## config.mk

```make
export PLATFORM = sky130hd
export DESIGN_NAME = pa_resp_q
export DESIGN_NICKNAME = d
export VERILOG_FILES = /design/src/rtl/pa_resp_pkg.sv /design/src/rtl/pa_resp_ram.sv /design/src/rtl/pa_resp_q.sv
export SDC_FILE = /design/constraint.sdc
export NUM_CORES = 1
export LEC_CHECK = 0
export ABC_AREA = 1
export CAP_MARGIN = 20
export CORE_ASPECT_RATIO = 0.75
export CORE_MARGIN = 2
export CORE_UTILIZATION = 58
export DETAILED_ROUTE_END_ITERATION = 7
export PLACE_DENSITY = 0.85
export SETUP_SLACK_MARGIN = 0.1
export SLEW_MARGIN = 20
export SYNTH_ARGS = -nofsm -noshare
export SYNTH_HDL_FRONTEND = slang
export SYNTH_HIERARCHICAL = 1
export SYNTH_SLANG_ARGS = --single-unit
```

## constraint.sdc

```tcl
create_clock -name clk_i -period 10 [get_ports clk_i]
set_input_delay 2 -clock clk_i [delete_from_list [all_inputs] [get_ports clk_i]]
set_output_delay 2 -clock clk_i [all_outputs]
set_load 0.05 [all_outputs]
```

## src/rtl/pa_resp_pkg.sv

```systemverilog
// -----------------------------------------------------------------------------
// pa_resp_pkg
// Shared types for the page-walk response queue.
//   PA_W          physical address width
//   pa_resp_t     one queued response: {pa, fault}
//   occ_state_e   queue occupancy class (EMPTY / PARTIAL / FULL)
//   occ_state_of  maps an entry count onto occ_state_e
// -----------------------------------------------------------------------------
package pa_resp_pkg;

    localparam int PA_W = 28;

    typedef struct packed {
        logic [PA_W-1:0] pa;
        logic            fault;
    } pa_resp_t;

    typedef enum logic [1:0] {
        OCC_EMPTY,
        OCC_PARTIAL,
        OCC_FULL
    } occ_state_e;

    function automatic occ_state_e occ_state_of(input int occ, input int depth);
        if (occ == 0)
            return OCC_EMPTY;
        if (occ >= depth)
            return OCC_FULL;
        return OCC_PARTIAL;
    endfunction

endpackage

```

## src/rtl/pa_resp_ram.sv

```systemverilog
// -----------------------------------------------------------------------------
// pa_resp_ram
// DEPTH x pa_resp_t storage, one synchronous write port, one asynchronous
// read port.
//   clk_i    clock
//   we_i     write enable
//   waddr_i  write address
//   wdata_i  write data
//   raddr_i  read address
//   rdata_o  read data (combinational from raddr_i)
// -----------------------------------------------------------------------------
module pa_resp_ram
    import pa_resp_pkg::*;
#(
    parameter int DEPTH = 4
) (
    input  logic                       clk_i,
    input  logic                       we_i,
    input  logic [$clog2(DEPTH)-1:0]   waddr_i,
    input  pa_resp_t                   wdata_i,
    input  logic [$clog2(DEPTH)-1:0]   raddr_i,
    output pa_resp_t                   rdata_o
);

    pa_resp_t mem [DEPTH];

    // NOTE: non-blocking for all clocked state; the array has no reset because
    // occupancy, not contents, decides which entries are meaningful.
    always_ff @(posedge clk_i) begin
        if (we_i)
            mem[waddr_i] <= wdata_i;
    end

    assign rdata_o = mem[raddr_i];

endmodule

```

## src/rtl/pa_resp_q.sv

```systemverilog
// -----------------------------------------------------------------------------
// pa_resp_q
// FIFO between the page-walk unit and its consumer. Every accepted PA is
// queued with its fault flag (faulted entries are kept in order). Accepted
// faults are counted (saturating) and the PA of the first fault since the
// last clear is captured.
//
// Optional feature: define PA_RESP_BYPASS_EN to let an input flow straight to
// resp_* in the same cycle when the queue is empty and the consumer is ready.
// Without it, resp_* is driven purely from registered state.
//
//   clk_i              clock
//   rst_i              synchronous active-high reset
//   pa_i/pa_vld_i/pa_fault_i   producer side, pa_rdy_o back-pressure
//   resp_pa_o/resp_fault_o/resp_vld_o  consumer side, resp_rdy_i
//   occ_o              current entry count
//   fault_cnt_o        saturating count of accepted faults
//   first_fault_pa_o/first_fault_vld_o  first-fault capture
//   fault_clr_i        clears counter and capture
// -----------------------------------------------------------------------------
module pa_resp_q
    import pa_resp_pkg::*;
#(
    parameter int DEPTH = 4,
    parameter int CNT_W = 16
) (
    input  logic                     clk_i,
    input  logic                     rst_i,
    input  logic [PA_W-1:0]          pa_i,
    input  logic                     pa_vld_i,
    input  logic                     pa_fault_i,
    output logic                     pa_rdy_o,
    output logic [PA_W-1:0]          resp_pa_o,
    output logic                     resp_fault_o,
    output logic                     resp_vld_o,
    input  logic                     resp_rdy_i,
    output logic [$clog2(DEPTH):0]   occ_o,
    output logic [CNT_W-1:0]         fault_cnt_o,
    output logic [PA_W-1:0]          first_fault_pa_o,
    output logic                     first_fault_vld_o,
    input  logic                     fault_clr_i
);

    localparam int AW = $clog2(DEPTH);
    localparam logic [AW-1:0]    PTR_ONE = AW'(1);
    localparam logic [AW:0]      OCC_ONE = (AW+1)'(1);
    localparam logic [CNT_W-1:0] CNT_ONE = CNT_W'(1);
    localparam logic [CNT_W-1:0] CNT_MAX = '1;

    logic [AW-1:0] wr_ptr;
    logic [AW-1:0] rd_ptr;
    logic [AW:0]   occ;
    occ_state_e    occ_state;

    logic     accept;
    logic     push_q;
    logic     pop_q;
    logic     fault_push;
    pa_resp_t wdata;
    pa_resp_t rdata;
    pa_resp_t resp;

    assign occ_state = occ_state_of(int'(occ), DEPTH);

    // Full blocks a push even when a pop happens in the same cycle.
    assign pa_rdy_o   = (occ_state != OCC_FULL);
    assign accept     = pa_vld_i && pa_rdy_o;
    assign fault_push = accept && pa_fault_i;
    assign pop_q      = (occ_state != OCC_EMPTY) && resp_rdy_i;
    assign wdata      = '{pa: pa_i, fault: pa_fault_i};

`ifdef PA_RESP_BYPASS_EN
    logic bypass;

    // An input consumed in the same cycle it arrives never enters storage.
    assign bypass     = (occ_state == OCC_EMPTY) && pa_vld_i && resp_rdy_i;
    assign push_q     = accept && !bypass;
    assign resp_vld_o = (occ_state != OCC_EMPTY) || pa_vld_i;

    // NOTE: default first so every path assigns resp and no latch is inferred.
    always_comb begin
        resp = rdata;
        if (occ_state == OCC_EMPTY)
            resp = wdata;
    end
`else
    assign push_q     = accept;
    assign resp_vld_o = (occ_state != OCC_EMPTY);

    always_comb begin
        resp = rdata;
    end
`endif

    assign resp_pa_o    = resp.pa;
    assign resp_fault_o = resp.fault;
    assign occ_o        = occ;

    pa_resp_ram #(
        .DEPTH (DEPTH)
    ) u_ram (
        .clk_i   (clk_i),
        .we_i    (push_q),
        .waddr_i (wr_ptr),
        .wdata_i (wdata),
        .raddr_i (rd_ptr),
        .rdata_o (rdata)
    );

    // Pointers wrap naturally because DEPTH is a power of two.
    always_ff @(posedge clk_i) begin
        if (rst_i) begin
            wr_ptr <= '0;
            rd_ptr <= '0;
            occ    <= '0;
        end else begin
            if (push_q)
                wr_ptr <= wr_ptr + PTR_ONE;
            if (pop_q)
                rd_ptr <= rd_ptr + PTR_ONE;
            case ({push_q, pop_q})
                2'b10:   occ <= occ + OCC_ONE;
                2'b01:   occ <= occ - OCC_ONE;
                default: occ <= occ;
            endcase
        end
    end

    // A faulted push coinciding with a clear is recorded as the first fault
    // of the new window rather than being lost.
    always_ff @(posedge clk_i) begin
        if (rst_i) begin
            fault_cnt_o       <= '0;
            first_fault_pa_o  <= '0;
            first_fault_vld_o <= 1'b0;
        end else if (fault_clr_i) begin
            fault_cnt_o       <= fault_push ? CNT_ONE : '0;
            first_fault_pa_o  <= fault_push ? pa_i : '0;
            first_fault_vld_o <= fault_push;
        end else if (fault_push) begin
            if (fault_cnt_o != CNT_MAX)
                fault_cnt_o <= fault_cnt_o + CNT_ONE;
            if (!first_fault_vld_o) begin
                first_fault_pa_o  <= pa_i;
                first_fault_vld_o <= 1'b1;
            end
        end
    end

endmodule

```

# Yosys cells after proc, flatten, opt, wreduce, memory -nomap -nowiden
# Memories as Yosys holds them, arrays and structs flattened. A register that Yosys moved wholly into a read port is not among the register bits.
# Index checks and enable logic that the tools add are counted.
# word_totals
n_memories	1
latch_bits	0
input_bits	34
out_inout_bits	79
ram_bits	116
romBits	0
reg_bits	52
# op_classes
reduce_logical	10
n_eq_ne	5
div	0
n_lt_le_gt_ge	1
bitwise	0
mux	22
n_shift	0
addsub	5
multipliers	0
# memory_table
name	words	width	read_ports	rd_ports_with_merged_regs	wr	line_no	rtl
u_ram.mem	4	29	1	1	1	pa_resp_ram.sv:25	pa_resp_t mem [DEPTH];
# op_table
operator	n
$mux W28	4
$mux W16	3
$add A16 B1 Y16 const B	1
$ne A16 B16 Y1 const B	1
$mux W2	6
$mux W1	8
$reduce_bool A2 Y1	4
$pmux W3 S2	1
$add A2 B1 Y2 const B	2
$reduce_and A2 Y1	2
$add A3 B1 Y3 const B	1
$ge A3 B3 Y1 const B	1
$logic_and A1 B1 Y1	3
$logic_not A3 Y1	1
$sub A3 B1 Y3 const B	1
$eq A2 B1 Y1 const B	1
$eq A2 B2 Y1 const B	1
$ne A2 B1 Y1 const B	1
$ne A2 B2 Y1 const B	1

# Depth between registers and ports, before layout
# Gate-level depths: netlist of the first run.
# logic_depth
word_depth	10
mapped_depth	10
depth_no_buf	10

# Hierarchy
# The synthesis of the first run kept the hierarchy.
# by_module_without_submodules
mod	instances	cells_each	area_per_inst_um2
pa_resp_ram	1	463	4917.2
pa_resp_q	1	347	2434.8

# Least setup slack after synthesis of the first run
# Ideal clock, no wire load.
# synth_timing
kind	in2reg
startpoint	input pa_vld_i
endpoint	memory u_ram/mem[0][0] (netlist bit), enable pin
setup_slack_ns	5.292
stages	4
t_required_ns	9.549
n_path_buf	0
arrival_time_ns	4.257
cell_sequence	inv_1 nor2_4 inv_1 nor3_1
# synth_via
elab_chain_cells	3
# synth_lines
element	line_no	rtl
from (decl)	pa_resp_q.sv:30	input logic pa_vld_i,
$logic_and A1 B1 Y1	pa_resp_q.sv:67	assign accept = pa_vld_i && pa_rdy_o;
net accept	pa_resp_q.sv:55	logic accept;
$mux W1	pa_resp_ram.sv:30	if (we_i)
$mux W1 (implied by the code)	pa_resp_ram.sv:31	mem[waddr_i] <= wdata_i;
to (decl)	pa_resp_ram.sv:25	
# The timed path passes the listed nets, and every way through them passes these cells.

==> results.md, run 1 <==
* Final Setup Violations at 0
* P_leak at between 3 and 4 nW
* H-tree levels at 4
* Detailed Route WL at ~16 mm
* Fin crit period at ~4.6 ns
* Clock latency on the worst-skew pair at 0.41 ns
* CP arrival at 2.58 ns
* DR vias at 5,667
* Most frequent cells in the layout: 254 x nand2_1, 147 x inv_1, 116 x edfxtp_1
* Share of layout cells above drive strength 1 at 0.0720
* Clock transition at path regs at 0.07 ns
* Area leader, netlist: edfxtp_1
* Resize count post-CTS at 0
* Count of final hold-check violations at 0
* Worst EP required at 8.00 ns
* Fmax at 218 MHz
* #FFs+latches synth at 168
* IO Count at approximately 110
* RSZ-0062 raised after global routing: false
* Pins over their slew limit at 0
* Sequential share of the synthesized area at 0.615
* Starting Density at 0.597
* Top cell by count, worst path: nand2_1
* Total gr overflow at 0
* Worst Tran Pin Value at 1.06 ns
* Worst setup SP type: register
* IR drop worst, VDD at roughly 0.00021 V
* HPWL after detailed placement at 9.97 mm
* Status: completed
* Gr usage total at 0.253
* Initial antenna violation count at 0
* Setup CP Type: reg2out
* Syn Nets at ~850
* Relative slew slack at 0.296
* Crit end category: primary output
* # hold bufs at CTS at 0
* Wire per inst at 15.0 microns
* Synth-to-Final Area Change at 24.4%
* Final antenna-violating net count at 0
* Via/cell ratio at 5.17
* Die Span X at 134 microns
* Fin Setup TNS at 0 ns
* CTS sink cnt at 168
* Ys Warns at 6
* Clock Tree Buf Depth at 2
* # fillers at around 850
* First-pass GRT wire length at 26.4 mm
* Synth area leaders: edfxtp_1 47%, dfxtp_1 14%, nand2_1 13%, inv_1 7.6%, nand3_1 5.9%
* Critical path fanouts, max at 58
* Clock Skew at 0.0108 ns
* CTS tree: yes
* Drt drc at 0
* Tot Pwr at 2.20 mW
* Final Non-Filler Cells at 1,097
* TritonRoute pass-1 iters at 5
* GP Congestion at between 0.8 and 0.9
* Final #Nets at 955
* Cells after synthesis at 810
* Vias in the first global route at 5,231
* CP peak stage delay at 0.74 ns
* Die ar. at 13,600 sq um
* First-iteration detailed-routing DRC count at 430
* Standard-cell rows at 35
* Mean Syn Cell Area at just over 9 sq um
* Slowest library cell on the worst path: inv_2
* Core area at around 12,000 sq um
* Cell Pwr Density at 241 nW/um^2
* Worst min-delay path class: reg2reg
* Largest net degree at the start of global routing at 62
* CTS root buf: clkbuf_16
* Yosys top cell area share at 0.474
* Ant. Diodes at 0
* Post-CTS Setup Bufs at 0
* Max-cap violations at 0
* Die height at 102 microns
* Post-layout util at 0.743
* Netlist Area Pre-Place at approximately 7400 sq um
* Port-buffer cells at 112
* Post-synthesis cell type count at 29
* Fin crit share at 0.458
* Post-Place Cells at 1,065
* Worst path cell trace: inv_2, nand2_1, nand3_1, nand2_1, clkdlybuf4s50_1
* CTS Buf Count at 17
* Most common cell after layout, fill and taps aside: nand2_1
-- power by group --
group | leakage (nW) | internal [mW] | switching, mW | total (mW)
Combinational | 2.04 | 0.211 | 0.515 | 0.726
Sequential | 1.49 | 0.812 | 0.0268 | 0.839
Clock | 0.270 | 0.371 | 0.265 | 0.635
-- registers in the layout (all words and copies together) (netlist names) --
signal,count
occ_o,3
first_fault_pa_o,28
fault_cnt_o,16
rd_ptr,2
u_ram/mem,116
wr_ptr,2
first_fault_vld_o,1
-- path summary, 6_finish.rpt --
check | slack (ns) | endpoint | depth (start not counted) | start
setup / recovery | 5.42 | resp_pa_o[12] | 5 | rd_ptr[0]
hold / removal | 0.46 | first_fault_pa_o[23] | 2 | first_fault_pa_o[23]
setup reg to reg | 7.96 | occ_o[2] | 10 | occ_o[2]
hold reg to reg | 0.46 | first_fault_pa_o[23] | 2 | first_fault_pa_o[23]
-- critical path: cells and delay by family (launching register included) --
kind / cells / cell delay, ns
AND/OR/NAND/NOR: 3 / 0.36
flip-flops: 1 / 0.33
buffers and inverters: 2 / 1.44
-- synthesized netlist by cell type, drive strengths merged --
cell / number
buf: 25
dfxtp: 52
nand3: 88
edfxtp: 116
o21bai: 1
a31oi: 1
and2: 1
nor2: 33
nand4: 4
ha: 2
nand2: 262
nor3: 5
inv: 151
a21oi: 50
xor2: 1
o21ai: 10
clkbuf: 6
fa: 1
nand3b: 1
-- routing by layer --
| layer | vias to the layer above | routed length (microns) | track usage |
|---|---|---|---|
| li1 | 2782 | - | - |
| met1 | 2632 | 7140 | 0.350 |
| met2 | 233 | 7910 | 0.408 |
| met3 | 20 | 1230 | 0.0490 |
| met4 | 0 | 204 | 0.0900 |
| met5 | - | 0 | 0 |
-- cell type report --
cell class	instances	area, sq um	share of cell area
clock inverter	13	148	0.0161
tap	166	208	0.0227
sequential	168	4530	0.495
timing repair buffer	120	1180	0.129
multi-input combinational	460	2090	0.228
clock buffer	19	433	0.0474
inverter	151	567	0.0620
-- cell families after synthesis --
| group | after synthesis | synth area share |
|---|---|---|
| simple gates | 394 | 0.227 |
| compound gates | 62 | 0.0463 |
| buf+inv | 182 | 0.104 |
| xor+xnor | 1 | 0.00119 |
| flops | 168 | 0.615 |
| fa+ha+maj | 3 | 0.00613 |
-- stage by stage --
| step | setup slack (ns) | hold WS, ns | instance area (sq um) |
|---|---|---|---|
| 2_1_floorplan | 5.29 | 0.444 | 7350 |
| 3_3_place_gp | 5.83 | 0.451 | 8560 |
| 5_1_grt | 5.27 | 0.485 | 9140 |
| 4_1_cts | 5.28 | 0.465 | 9140 |
| 3_5_place_dp | 5.70 | 0.455 | 8560 |
| 6_report | 5.42 | 0.464 | 9140 |
(Power assumes the default switching activity.)
==> run 2: changes to the inputs <==
--- a/config.mk
+++ b/config.mk
@@ -9,9 +9,9 @@
 export CAP_MARGIN = 20
 export CORE_ASPECT_RATIO = 0.75
 export CORE_MARGIN = 2
-export CORE_UTILIZATION = 58
+export CORE_UTILIZATION = 54
 export DETAILED_ROUTE_END_ITERATION = 7
-export PLACE_DENSITY = 0.85
+export PLACE_DENSITY = 0.8
 export SETUP_SLACK_MARGIN = 0.1
 export SLEW_MARGIN = 20
 export SYNTH_ARGS = -nofsm -noshare
==> constraint.sdc (replaced) <==
create_clock -name clk_i -period 4.3 [get_ports clk_i]
set_input_delay 0.86 -clock clk_i [delete_from_list [all_inputs] [get_ports clk_i]]
set_output_delay 0.86 -clock clk_i [all_outputs]
set_load 0.05 [all_outputs]
==> results.md, run 2 (synthesized netlist as in run 1, its figures left out) <==
* IO Count at 113
* Most common cell after layout, fill and taps aside: nand2_1
* CTS sink cnt at between 150 and 200
* Hold Path End: first_fault_pa_o[1]
* Clock group share of total power at 0.283
* Crit end category: primary output
* Place WS at roughly 1.4 ns
* Worst min-delay path class: reg2reg
* Pins over their slew limit at 0
* Die height at between 100 and 150 microns
* Clock Tree Buf Depth at 2
* Largest net degree at the start of global routing at 38
* Via/cell ratio at 5.05
* Clock transition at path regs at 0.07 ns
* Sequential power share at 0.386
* Met3 Wirelength at 1.06 mm
* Setup CP Type: reg2out
* Placed instance area at 8570 sq um
* Fin crit share at 0.731
* Fmax at 318 MHz
* Fin crit period at 3.14 ns
* CP arrival at 2.28 ns
* RSZ-0062 raised after global routing: false
* Share of layout cells above drive strength 1 at 0.0971
* Fin Setup TNS at 0 ns
* CTS tree: yes
* Worst Tran Pin Value at 0.926 ns
* Vias in the first global route at 5,237
* Reg2reg end: occ_o[2]
* Count of final hold-check violations at 0
* H-tree levels at 4
* Hold_sp: first_fault_pa_o[1]
* Wire per inst at between 10 and 15 microns
* Resize count post-CTS at 0
* GP Congestion at 0.886
* Final #Nets at 961
* Synth-to-Final Area Change at 24.0%
* Total gr overflow at 0
* Relative slew slack at 0.382
* Cell Pwr Density at roughly 550 nW/um^2
* P_leak at 3.83 nW
* Worst setup SP type: register
* DR vias at ~5.6k
* Tot Pwr at 5.05 mW
* First-iteration detailed-routing DRC count at 495
* Standard-cell rows at 36
* Top Registers: u_ram/mem: 116 flops, first_fault_pa_o: 28 flops, fault_cnt_o: 16 flops
* Initial antenna violation count at 0
* Final worst slack at about 1.2 ns
* Post-layout util at 0.693
* R2R setup slack at 2.26 ns
* Max-cap violations at 0
* Status: completed
* Met2 routed wirelength at ~7.4 mm
* DRT met1 WL at 7.42 mm
* Die Span X at 139 microns
* CTS root buf: clkbuf_16
* Drt drc at 0
* Final antenna-violating net count at 0
* Clock Skew at 0.0104 ns
* TritonRoute pass-1 iters at 5
* Switching Fraction at 0.374
* Hold Slack at 0.465 ns
* Reg-to-Reg Start: occ_o[2]
* Reg with most FFs: u_ram/mem
* Top sig layer: met4
* Port-buffer cells at 112
* Max FFs per register at 116
* Most frequent cells in the layout: 254 x nand2_1, 148 x inv_1, 116 x edfxtp_1
* Final instance area at around 9000 sq um
* Combinational fraction of design power at 0.331
* First-pass GRT wire length at 26.3 mm
* HPWL after detailed placement at 10.1 mm
* Post-Place Cells at 1,076
* Final Setup Violations at 0
* Pint at 3.16 mW
* Starting Density at 0.559
* Detailed Route WL at about 16 mm
* Core area at 13,200 sq um
* Gr usage total at 0.230
* Clock latency on the worst-skew pair at 0.42 ns
* # hold bufs at CTS at 0
* Final Non-Filler Cells at between 1k and 1.5k
* Critical path fanouts, max at 37
* Die ar. at 14,600 sq um
* NetSw at 1.89 mW
* Post-CTS Setup Bufs at 0
* Worst EP required at 3.44 ns
* Hold depth at 2
* CTS Buf Count at 17
* IR drop worst, VDD at about 0.00052 V
* Ant. Diodes at 0
* Reg2Reg Depth at 10
* # fillers at 1,000
-- run 2: cell types whose count changed in the layout (fill, tap and decap cells not counted) --
| cell | before | now |
|---|---|---|
| clkinv_2 | 1 | 3 |
| inv_2 | 4 | 3 |
| clkdlybuf4s50_1 | 111 | 92 |
| clkinv_1 | 0 | 1 |
| inv_8 | 0 | 1 |
| clkinv_4 | 4 | 2 |
| inv_1 | 147 | 148 |
| buf_4 | 8 | 33 |
| clkbuf_1 | 2 | 1 |
| bufinv_16 | 2 | 1 |
-- run 2: worst max path at each step --
stage,end,depth (start not counted),slack (ns),start
global placement,first_fault_pa_o[11],6,1.46,fault_clr_i
CTS,resp_pa_o[2],5,1.15,rd_ptr[0]
detailed placement,first_fault_pa_o[11],6,1.37,fault_clr_i
global route,resp_pa_o[23],5,1.02,rd_ptr[0]
finish,resp_pa_o[2],5,1.16,rd_ptr[0]
floorplan,u_ram/mem[0][0],4,0.73,pa_vld_i
-- run 2: worst max-delay path: stages, from the launching register on --
cell and delay, ns:
dfxtp_2 0.34, inv_2 0.49, nand2_1 0.13, nand3_1 0.12
nand2_1 0.06, clkdlybuf4s50_1 0.69
-- run 2: power by group through the flow --
stage                     registers [mW]  logic, mW  clock network (mW)
after floorplan                     2.10       1.05                   0
after global placement              1.98       1.65                   0
after detailed placement            1.98       1.67                   0
after CTS                           1.95       1.68                1.44
after global routing                1.96       1.79                1.52
final                               1.95       1.67                1.43
-- run 2: area by class of cell --
cell class	count	area, sq um	area share
Inverter	151	567	0.0621
Timing Repair Buffer	126	1170	0.129
Sequential cell	168	4530	0.496
Clock inverter	14	125	0.0137
Tap cell	171	214	0.0235
Multi-Input combinational cell	460	2090	0.229
Clock buffer	18	429	0.0471
-- run 2: layer usage --
| layer | global-route usage | up-vias |
|---|---|---|
| met5 | 0 | - |
| met4 | 0.0722 | 0 |
| met3 | 0.0513 | 24 |
| met2 | 0.369 | 209 |
| met1 | 0.314 | 2568 |
| li1 | - | 2796 |
